==> src/rtl/alu_sched.sv <==
`default_nettype none
// ============================================================================
// alu_sched : two-requester round-robin scheduler for one shared multi-cycle ALU
// Revision 1.0. Optional feature: define ALU_DIV0_TRAP_EN to reject div/mod by 0.
// ============================================================================
module alu_sched #(
  parameter int MUL_LAT = 3,
  parameter int DIV_LAT = 8
) (
  input  logic        clk,
  input  logic        rst_n,
  input  logic        req0,
  input  logic        req1,
  input  logic [2:0]  op0,
  input  logic [2:0]  op1,
  input  logic [15:0] a0,
  input  logic [15:0] b0,
  input  logic [15:0] a1,
  input  logic [15:0] b1,
  output logic        gnt0,
  output logic        gnt1,
  output logic        done0,
  output logic        done1,
  output logic [15:0] result,
  output logic        zero,
  output logic        err,
  output logic [2:0]  alu_op,
  output logic [15:0] alu_in1,
  output logic [15:0] alu_in2,
  input  logic [15:0] alu_out
);

  typedef enum logic [1:0] {
    S_IDLE = 2'd0,
    S_EXEC = 2'd1,
    S_DONE = 2'd2
  } state_t;

  localparam logic [3:0] C_MUL_L = 4'(MUL_LAT);
  localparam logic [3:0] C_DIV_L = 4'(DIV_LAT);

  state_t      state_q, state_d;
  logic        rr_q, rr_d;          // 1: requester 1 wins the next tie
  logic        owner_q, owner_d;
  logic [2:0]  op_q, op_d;
  logic [3:0]  cnt_q, cnt_d;
  logic [15:0] in1_q, in1_d;
  logic [15:0] in2_q, in2_d;
  logic [15:0] result_q, result_d;
  logic        zero_q, zero_d;
  logic        err_q, err_d;

  logic        pick1;
  logic [2:0]  sel_op;
  logic [15:0] sel_a;
  logic [15:0] sel_b;
  logic        bad_op;
  logic        div0;
  logic        gnt0_w, gnt1_w;

  always_comb begin
    state_d  = state_q;
    rr_d     = rr_q;
    owner_d  = owner_q;
    op_d     = op_q;
    cnt_d    = cnt_q;
    in1_d    = in1_q;
    in2_d    = in2_q;
    result_d = result_q;
    zero_d   = zero_q;
    err_d    = err_q;
    gnt0_w   = 1'b0;
    gnt1_w   = 1'b0;

    pick1  = req1 && (!req0 || rr_q);
    sel_op = pick1 ? op1 : op0;
    sel_a  = pick1 ? a1  : a0;
    sel_b  = pick1 ? b1  : b0;
    bad_op = (sel_op == 3'd0) || (sel_op == 3'd7);
`ifdef ALU_DIV0_TRAP_EN
    div0   = ((sel_op == 3'd4) || (sel_op == 3'd5)) && (sel_b == 16'd0);
`else
    div0   = 1'b0;
`endif

    case (state_q)
      S_IDLE: begin
        if (req0 || req1) begin
          gnt0_w  = !pick1;
          gnt1_w  = pick1;
          owner_d = pick1;
          rr_d    = !pick1;
          op_d    = sel_op;
          if (bad_op || div0) begin
            // Rejected: never reaches the ALU, completes on the next cycle.
            state_d  = S_DONE;
            cnt_d    = 4'd0;
            result_d = div0 ? 16'hFFFF : 16'h0000;
            zero_d   = 1'b0;
            err_d    = 1'b1;
          end else begin
            state_d = S_EXEC;
            in1_d   = sel_a;
            in2_d   = sel_b;
            case (sel_op)
              3'd3:       cnt_d = C_MUL_L;
              3'd4, 3'd5: cnt_d = C_DIV_L;
              default:    cnt_d = 4'd1;
            endcase
          end
        end
      end
      S_EXEC: begin
        if (cnt_q <= 4'd1) begin
          state_d  = S_DONE;
          cnt_d    = 4'd0;
          result_d = alu_out;
          zero_d   = (alu_out == 16'd0);
          err_d    = 1'b0;
        end else begin
          cnt_d = cnt_q - 4'd1;
        end
      end
      S_DONE: begin
        state_d = S_IDLE;
      end
      default: begin
        state_d = S_IDLE;
      end
    endcase
  end

  always_ff @(posedge clk or negedge rst_n) begin
    if (!rst_n) begin
      state_q  <= S_IDLE;
      rr_q     <= 1'b0;
      owner_q  <= 1'b0;
      op_q     <= 3'd0;
      cnt_q    <= 4'd0;
      in1_q    <= 16'd0;
      in2_q    <= 16'd0;
      result_q <= 16'd0;
      zero_q   <= 1'b0;
      err_q    <= 1'b0;
    end else begin
      state_q  <= state_d;
      rr_q     <= rr_d;
      owner_q  <= owner_d;
      op_q     <= op_d;
      cnt_q    <= cnt_d;
      in1_q    <= in1_d;
      in2_q    <= in2_d;
      result_q <= result_d;
      zero_q   <= zero_d;
      err_q    <= err_d;
    end
  end

  // Grants are combinational from IDLE; gate them so reset forces them low at once.
  assign gnt0    = gnt0_w && rst_n;
  assign gnt1    = gnt1_w && rst_n;
  assign done0   = (state_q == S_DONE) && !owner_q;
  assign done1   = (state_q == S_DONE) && owner_q;
  assign alu_op  = (state_q == S_EXEC) ? op_q : 3'd0;
  assign alu_in1 = in1_q;
  assign alu_in2 = in2_q;
  assign result  = result_q;
  assign zero    = zero_q;
  assign err     = err_q;

endmodule
`default_nettype wire

==> config.mk <==
export PLATFORM = sky130hd
export DESIGN_NAME = alu_sched
export DESIGN_NICKNAME = d
export VERILOG_FILES = /design/src/rtl/alu_sched.sv
export SDC_FILE = /design/constraint.sdc
export NUM_CORES = 1
export LEC_CHECK = 0
export CORE_MARGIN = 1
export CORE_UTILIZATION = 46
export CTS_CLUSTER_SIZE = 14
export DETAILED_ROUTE_END_ITERATION = 10
export HOLD_SLACK_MARGIN = 0.03
export PLACE_DENSITY = 0.95
export SETUP_SLACK_MARGIN = 0.15
export SLEW_MARGIN = 20
export SYNTH_ARGS = -nofsm -noshare
export SYNTH_HDL_FRONTEND = slang
export SYNTH_SLANG_ARGS = --single-unit
export TNS_END_PERCENT = 100
==> constraint.sdc <==
create_clock -name clk -period 4.4 [get_ports clk]
set_input_delay 0.66 -clock clk [delete_from_list [all_inputs] [get_ports clk]]
set_output_delay 0.66 -clock clk [all_outputs]
set_load 0.005 [all_outputs]
==> metrics.yaml, run 1 <==
skew_ns: 0.0102
syn_to_final_growth_pct: 51.8
vias: 2933
crit_type: "in2out"
post_drt_wl_per_cell_um: 17.1
grt_pass1_vias: 2962
clock_sinks: 61
synthArstFlopShare_pct: 100
cts_setup_buffers: 0
crit_fanout: 7
cp_num_cells: 6
synth_top_area_cell: "dfrtp_1"
htree_levels: 3
drt_pass1_iterations: 4
yosys.area.top_type_share_pct: 45.9
yosysMostFrequentCell: "dfrtp_1"
synth.distinct_cells: 43
reg2reg_to: "alu_in1[3]"
setup_viol: 0
power_frac_clock_pct: 18.9
cts_resized: 0
tns_ns: 0
dp_hpwl_mm: 6.73
drcViolationCount: 0
synth.yosys.seq_area_share_pct: 45.9
r2r_slack_ns: 1.94
routed_wl_mm: 9.28
min_path_cells: 1
cpMaxStageDelayCell: "clkdlybuf4s50_1"
yosys_warnings: 0
start_util_pct: 48.2
netlist_instances: 297
numCtsBuffers: 9
rows: 30
max_freq_mhz: 301
internal_power_w: 0.00198
drt_iter0_markers: 105
numPortBuffers: 146
ir_worst_vdd_uv: 299
synth_seq_cells: 61
die_x_um: 87.1
diodes: 0
hold_buffers: 0
p_switching_w: 0.000972
tightest_slew_ns: 0.895
grt_pass1_wl_mm: 14.5
p_per_area_nw_per_um2: 585
synth_nets: 389
critical_path_required_ns: 3.74
coreArea_um2: 6910
arrival_ns: 2.66
grt_usage_pct: 25.0
status: "complete, no violations"
boundaryPins: 147
worstRegToRegCells: 5
viasPerCell: 5.40
post-route-min-period_ns: 3.32
grt_max_degree: 62
max_slew_margin_pct: 40.3
cts.clk_slew.worst_paths_ns: 0.07
antenna_found_initial: 0
final_hold_viol_count: 0
dpl.cell_count: 527
num-nets-final: 534
grt_overflow: 0
hold_ws_ns: 0.486
fp.dieH_um: 87.1
clk_latency_ns: 0.33
fin_cells: 543
clock-root-buffer: "clkbuf_8"
seq_power_share_pct: 33.9
design_area_um2: 5050
synth_edf_count: 0
drtAntennaViolNets: 0
crit_family: "buffers and inverters"
cts_tree: "yes"
hold_end: "alu_in2[13]"
cap_violations: 0
worst-path-buf-inv: 2
critPathLaunchType: "primary input"
rr_startpoint: "rr_q"
syn-cell-area_um2: 3330
die_area_um2: 7580
synth.area.top_cells: "dfrtp_1 46%, mux2_2 12%, mux2_1 6.8%, mux2_4 4.1%, o211ai_1 4.1%"
dpl_cell_area_um2: 4830
p_comb_share_pct: 47.2
min_from: "alu_in2[13]"
synth_area_per_cell_um2: 11.2
power_switching_share_pct: 32.9
cp_cell_sequence: "clkdlybuf4s50_1 > nor2_1 > nor3_1 > nand3_1 > nor2_1 > clkdlybuf4s50_1"
period_share_pct: 75.5
rsz0062_at_grt: "no"
gp_congestion: 0.822
slew_violations: 0
ys_top_cells_by_count: "61 x dfrtp_1, 35 x mux2_2, 22 x nand2_1, 22 x o21ai_0, 20 x mux2_1"
drive_gt1_share_pct: 17.0
leakage_nw: 2.11
hold_class: "reg2reg"
worstSetupEndpointType: "output port"
cts_buffer_depth: 2
ys.flop_type: "dfrtp_1"
crit_path_max_incr_delay_ns: 0.73
worst max path at each step:
| stage | from | end | slack, ns |
|---|---|---|---|
| 2_1_floorplan | req1 | alu_in1[0] | 2.23 |
| 3_3_place_gp | req1 | alu_in1[4] | 1.16 |
| 3_5_place_dp | req1 | alu_in1[3] | 1.07 |
| 4_1_cts | req1 | gnt1 | 1.08 |
| 5_1_grt | req1 | gnt1 | 0.85 |
| 6_report | req1 | gnt1 | 1.08 |
worst reg2reg max path: stages, from the launching register on:
cell and delay, ns:
dfrtp_1 0.42, nand2b_4 0.20, a211oi_4 0.25, buf_4 0.27
o21a_2 0.77, mux2_2 0.44
state kept, by name, indices dropped and copies added, names as in the netlist:
| signal | count |
|---|---|
| alu_in1 | 16 |
| alu_in2 | 16 |
| cnt_q | 4 |
| err | 1 |
| op_q | 3 |
| owner_q | 1 |
| result | 16 |
| rr_q | 1 |
| state_q | 2 |
| zero | 1 |
logic make-up (layout without fill, tap and decap cells):
| family | after synthesis | after routing | synth area share (%) |
|---|---|---|---|
| AO/OA/AOI/OAI | 58 | 58 | 11.6 |
| adder cells (fa/ha/maj) | 2 | 2 | 0.752 |
| buffers and inverters | 29 | 179 | 5.04 |
| flip-flops | 61 | 61 | 45.9 |
| multiplexers | 68 | 68 | 23.9 |
| AND/OR/NAND/NOR | 79 | 79 | 12.9 |
layout by cell type, fill, tap and decap left out, types with 2 or more instances in the layout:
master,n
clkdlybuf4s50_1,145
dfrtp_1,61
mux2_2,35
o21ai_0,22
nand2_1,22
mux2_1,20
nand3_1,18
o211ai_1,18
inv_1,10
clkbuf_8,10
nor2_1,9
mux2_4,9
a21oi_1,6
nor4_1,6
buf_4,6
and3_1,5
nor3_1,4
mux2i_1,4
and2_1,3
nand2b_1,3
nor2b_1,2
o21a_1,2
ha_1,2
bufinv_16,2
clkinv_2,2
per-stage QoR:
step           util (%)  total power [W]  setup WS (ns)
2_1_floorplan         -          0.00170           2.23
3_3_place_gp       69.9          0.00233           1.16
3_5_place_dp       69.9          0.00240           1.07
4_1_cts            73.1          0.00298           1.08
5_1_grt            73.1          0.00314          0.852
6_report           73.1          0.00295           1.08
power groups by stage:
stage,registers [W],clock network (W),logic (W)
final,0.00100,0.000557,0.00140
after global placement,0.000990,0,0.00134
after global routing,0.00103,0.000592,0.00151
after CTS,0.00100,0.000568,0.00141
after floorplan,0.000990,0,0.000710
after detailed placement,0.00101,0,0.00140
cell type report:
type	instances	area, um^2
Tap cell	96	120
Timing Repair Buffer	152	1500
Sequential cell	61	1530
Clock buffer	10	138
Multi-Input combinational cell	207	1640
Clock inverter	6	86.3
Inverter	11	43.8
Fill cell	485	1860
metal layers:
| metal | track usage [%] | routed length (um) | vias up | share of wire [%] |
|---|---|---|---|---|
| met1 | 31.7 | 3840 | 1417 | 41 |
| met2 | 42.4 | 4660 | 137 | 50 |
| li1 | - | - | 1367 | - |
| met4 | 9.55 | 138 | 0 | 1.5 |
| met5 | 0 | 0 | - | 0 |
| met3 | 4.64 | 643 | 12 | 6.9 |
No activity file was read; power rests on OpenSTA's default activity.
==> inputs of run 2 (changes only) <==
--- a/config.mk
+++ b/config.mk
@@ -6,11 +6,11 @@
 export NUM_CORES = 1
 export LEC_CHECK = 0
 export CORE_MARGIN = 1
-export CORE_UTILIZATION = 46
+export CORE_UTILIZATION = 38
 export CTS_CLUSTER_SIZE = 14
 export DETAILED_ROUTE_END_ITERATION = 10
 export HOLD_SLACK_MARGIN = 0.03
-export PLACE_DENSITY = 0.95
+export PLACE_DENSITY = 0.87
 export SETUP_SLACK_MARGIN = 0.15
 export SLEW_MARGIN = 20
 export SYNTH_ARGS = -nofsm -noshare
==> constraint.sdc (replaced) <==
create_clock -name clk -period 2.7 [get_ports clk]
set_input_delay 0.405 -clock clk [delete_from_list [all_inputs] [get_ports clk]]
set_output_delay 0.405 -clock clk [all_outputs]
set_load 0.005 [all_outputs]
==> run 2 against run 1 <==
  * Cell area increased by 0.94%
  * Clock skew about the same
  * Register-to-register slack got worse by 1.0 ns
  * Clock power increased by 42%
  * Non-clock buffer count increased by 5
  * Die area increased by 21%
  * Largest cell class unchanged
  * Highest routed layer unchanged
==> metrics.yaml, run 2 (same netlist as run 1, synthesis figures left out) <==
status: "complete, no violations"
cpMaxStageDelayCell: "clkdlybuf4s50_1"
cts_setup_buffers: 0
syn_to_final_growth_pct: 53.2
cts.clk_slew.worst_paths_ns: 0.06
vias: 2911
grt_pass1_wl_mm: 13.8
crit_path_max_incr_delay_ns: 0.54
fillers: 657
grt_usage_pct: 19.8
period_share_pct: 88.6
numPortBuffers: 146
num-nets-final: 539
die_x_um: 95.6
die_area_um2: 9140
cts_buffer_depth: 2
antenna_found_initial: 0
max_slew_margin_pct: 47.1
boundaryPins: 147
rr_startpoint: "state_q[1]"
post_drt_wl_per_cell_um: 16.4
grt_pass1_vias: 2869
startpoint: "req0"
tightest_slew_ns: 0.794
drive_gt1_share_pct: 17.7
rows: 33
routed_wl_mm: 9.15
htree_levels: 3
slew_violations: 0
fp.dieH_um: 95.6
critPathLaunchType: "primary input"
clock-root-buffer: "clkbuf_8"
crit_type: "in2out"
drtAntennaViolNets: 0
crit_family: "buffers and inverters"
arrival_ns: 1.99
grt_max_degree: 62
ir_worst_vdd_uv: 385
cap_violations: 0
leakage_nw: 2.12
diodes: 0
gp_congestion: 0.877
worstSetupEndpointType: "output port"
critical_path_required_ns: 2.30
layout_commonest_cell: "clkdlybuf4s50_1"
coreArea_um2: 8340
dp_hpwl_mm: 6.65
drt_iter0_markers: 68
post-route-min-period_ns: 2.39
cts_tree: "yes"
clock_sinks: 61
skew_ns: 0.0102
grt_overflow: 0
rsz0062_at_grt: "no"
hold_class: "in2async"
cp_cell_sequence: "clkdlybuf4s50_1 > nor2_1 > nor3_2 > nand3_1 > nor2_1 > clkdlybuf4s50_1"
finalPower_w: 0.00475
start_util_pct: 39.9
numCtsBuffers: 9
tns_ns: 0
viasPerCell: 5.23
setup_viol: 0
worst-path-buf-inv: 2
layout_common_cells: "145 x clkdlybuf4s50_1, 61 x dfrtp_1, 35 x mux2_2"
p_per_area_nw_per_um2: 931
clk_latency_ns: 0.34
crit_fanout: 3
final_hold_viol_count: 0
drt_pass1_iterations: 4
drcViolationCount: 0
max_freq_mhz: 418
-- run 2: cell count changes in the layout (fill, tap and decap cells not counted), sizes merged --
cell,previous run,this run
clkinv,3,2
buf,7,12
bufinv,2,1
clkbuf,10,12
-- run 2: final timing paths --
kind	depth (start not counted)	to	slack (ns)
worst max register to register	5	alu_in1[10]	0.90
min in group clk	1	alu_in1[13]	0.48
worst max-delay path	6	gnt1	0.31
worst min register to register	1	alu_in1[13]	0.48
worst min-delay path	2	op_q[0]	0.28
max in group asynchronous	2	alu_in1[10]	1.90
-- run 2: power by group --
part           internal (W)  switching [W]  total, W
combinational       0.00139       0.000933   0.00233
sequential          0.00135       0.000283   0.00163
clock              0.000449       0.000343  0.000792
total               0.00319        0.00156   0.00475
-- run 2: layer usage --
metal | up-vias | GRT usage [%] | wire length, um
met4 | 0 | 7.59 | 101
li1 | 1382 | - | -
met2 | 126 | 35.7 | 4560
met1 | 1392 | 22.8 | 3700
met5 | - | 0 | 0
met3 | 11 | 4.39 | 790
-- run 2: what timing repair did --
action                                 in CTS  in global routing
setup endpoints to repair                   0                  1
gates resized for setup                     0                  1
endpoints found under the hold margin       0                  0
hold buffers                                0                  0
-- run 2: area by class of cell --
type | instances | area [um^2] | area share, %
clock buffers | 12 | 145 | 2.85
inverters | 11 | 43.8 | 0.859
repair buffers | 157 | 1560 | 30.7
clock inverters | 4 | 47.5 | 0.933
multi-input cells | 207 | 1640 | 32.2
flip-flops and latches | 61 | 1530 | 29.9
well taps | 105 | 131 | 2.58
-- run 2: per-stage QoR --
| step | setup WS, ns | cell area [um^2] | utilization, % | std cells | hold WS [ns] |
|---|---|---|---|---|---|
| floorplan | 0.784 | 3330 | - | 297 | 0.109 |
| global placement | 0.272 | 4900 | 58.8 | 541 | 0.466 |
| detailed placement | 0.212 | 4900 | 58.8 | 541 | 0.476 |
| CTS | 0.205 | 5090 | 61.1 | 557 | 0.291 |
| global route | 0.223 | 5100 | 61.1 | 557 | 0.350 |
| finish | 0.309 | 5100 | 61.1 | 557 | 0.282 |
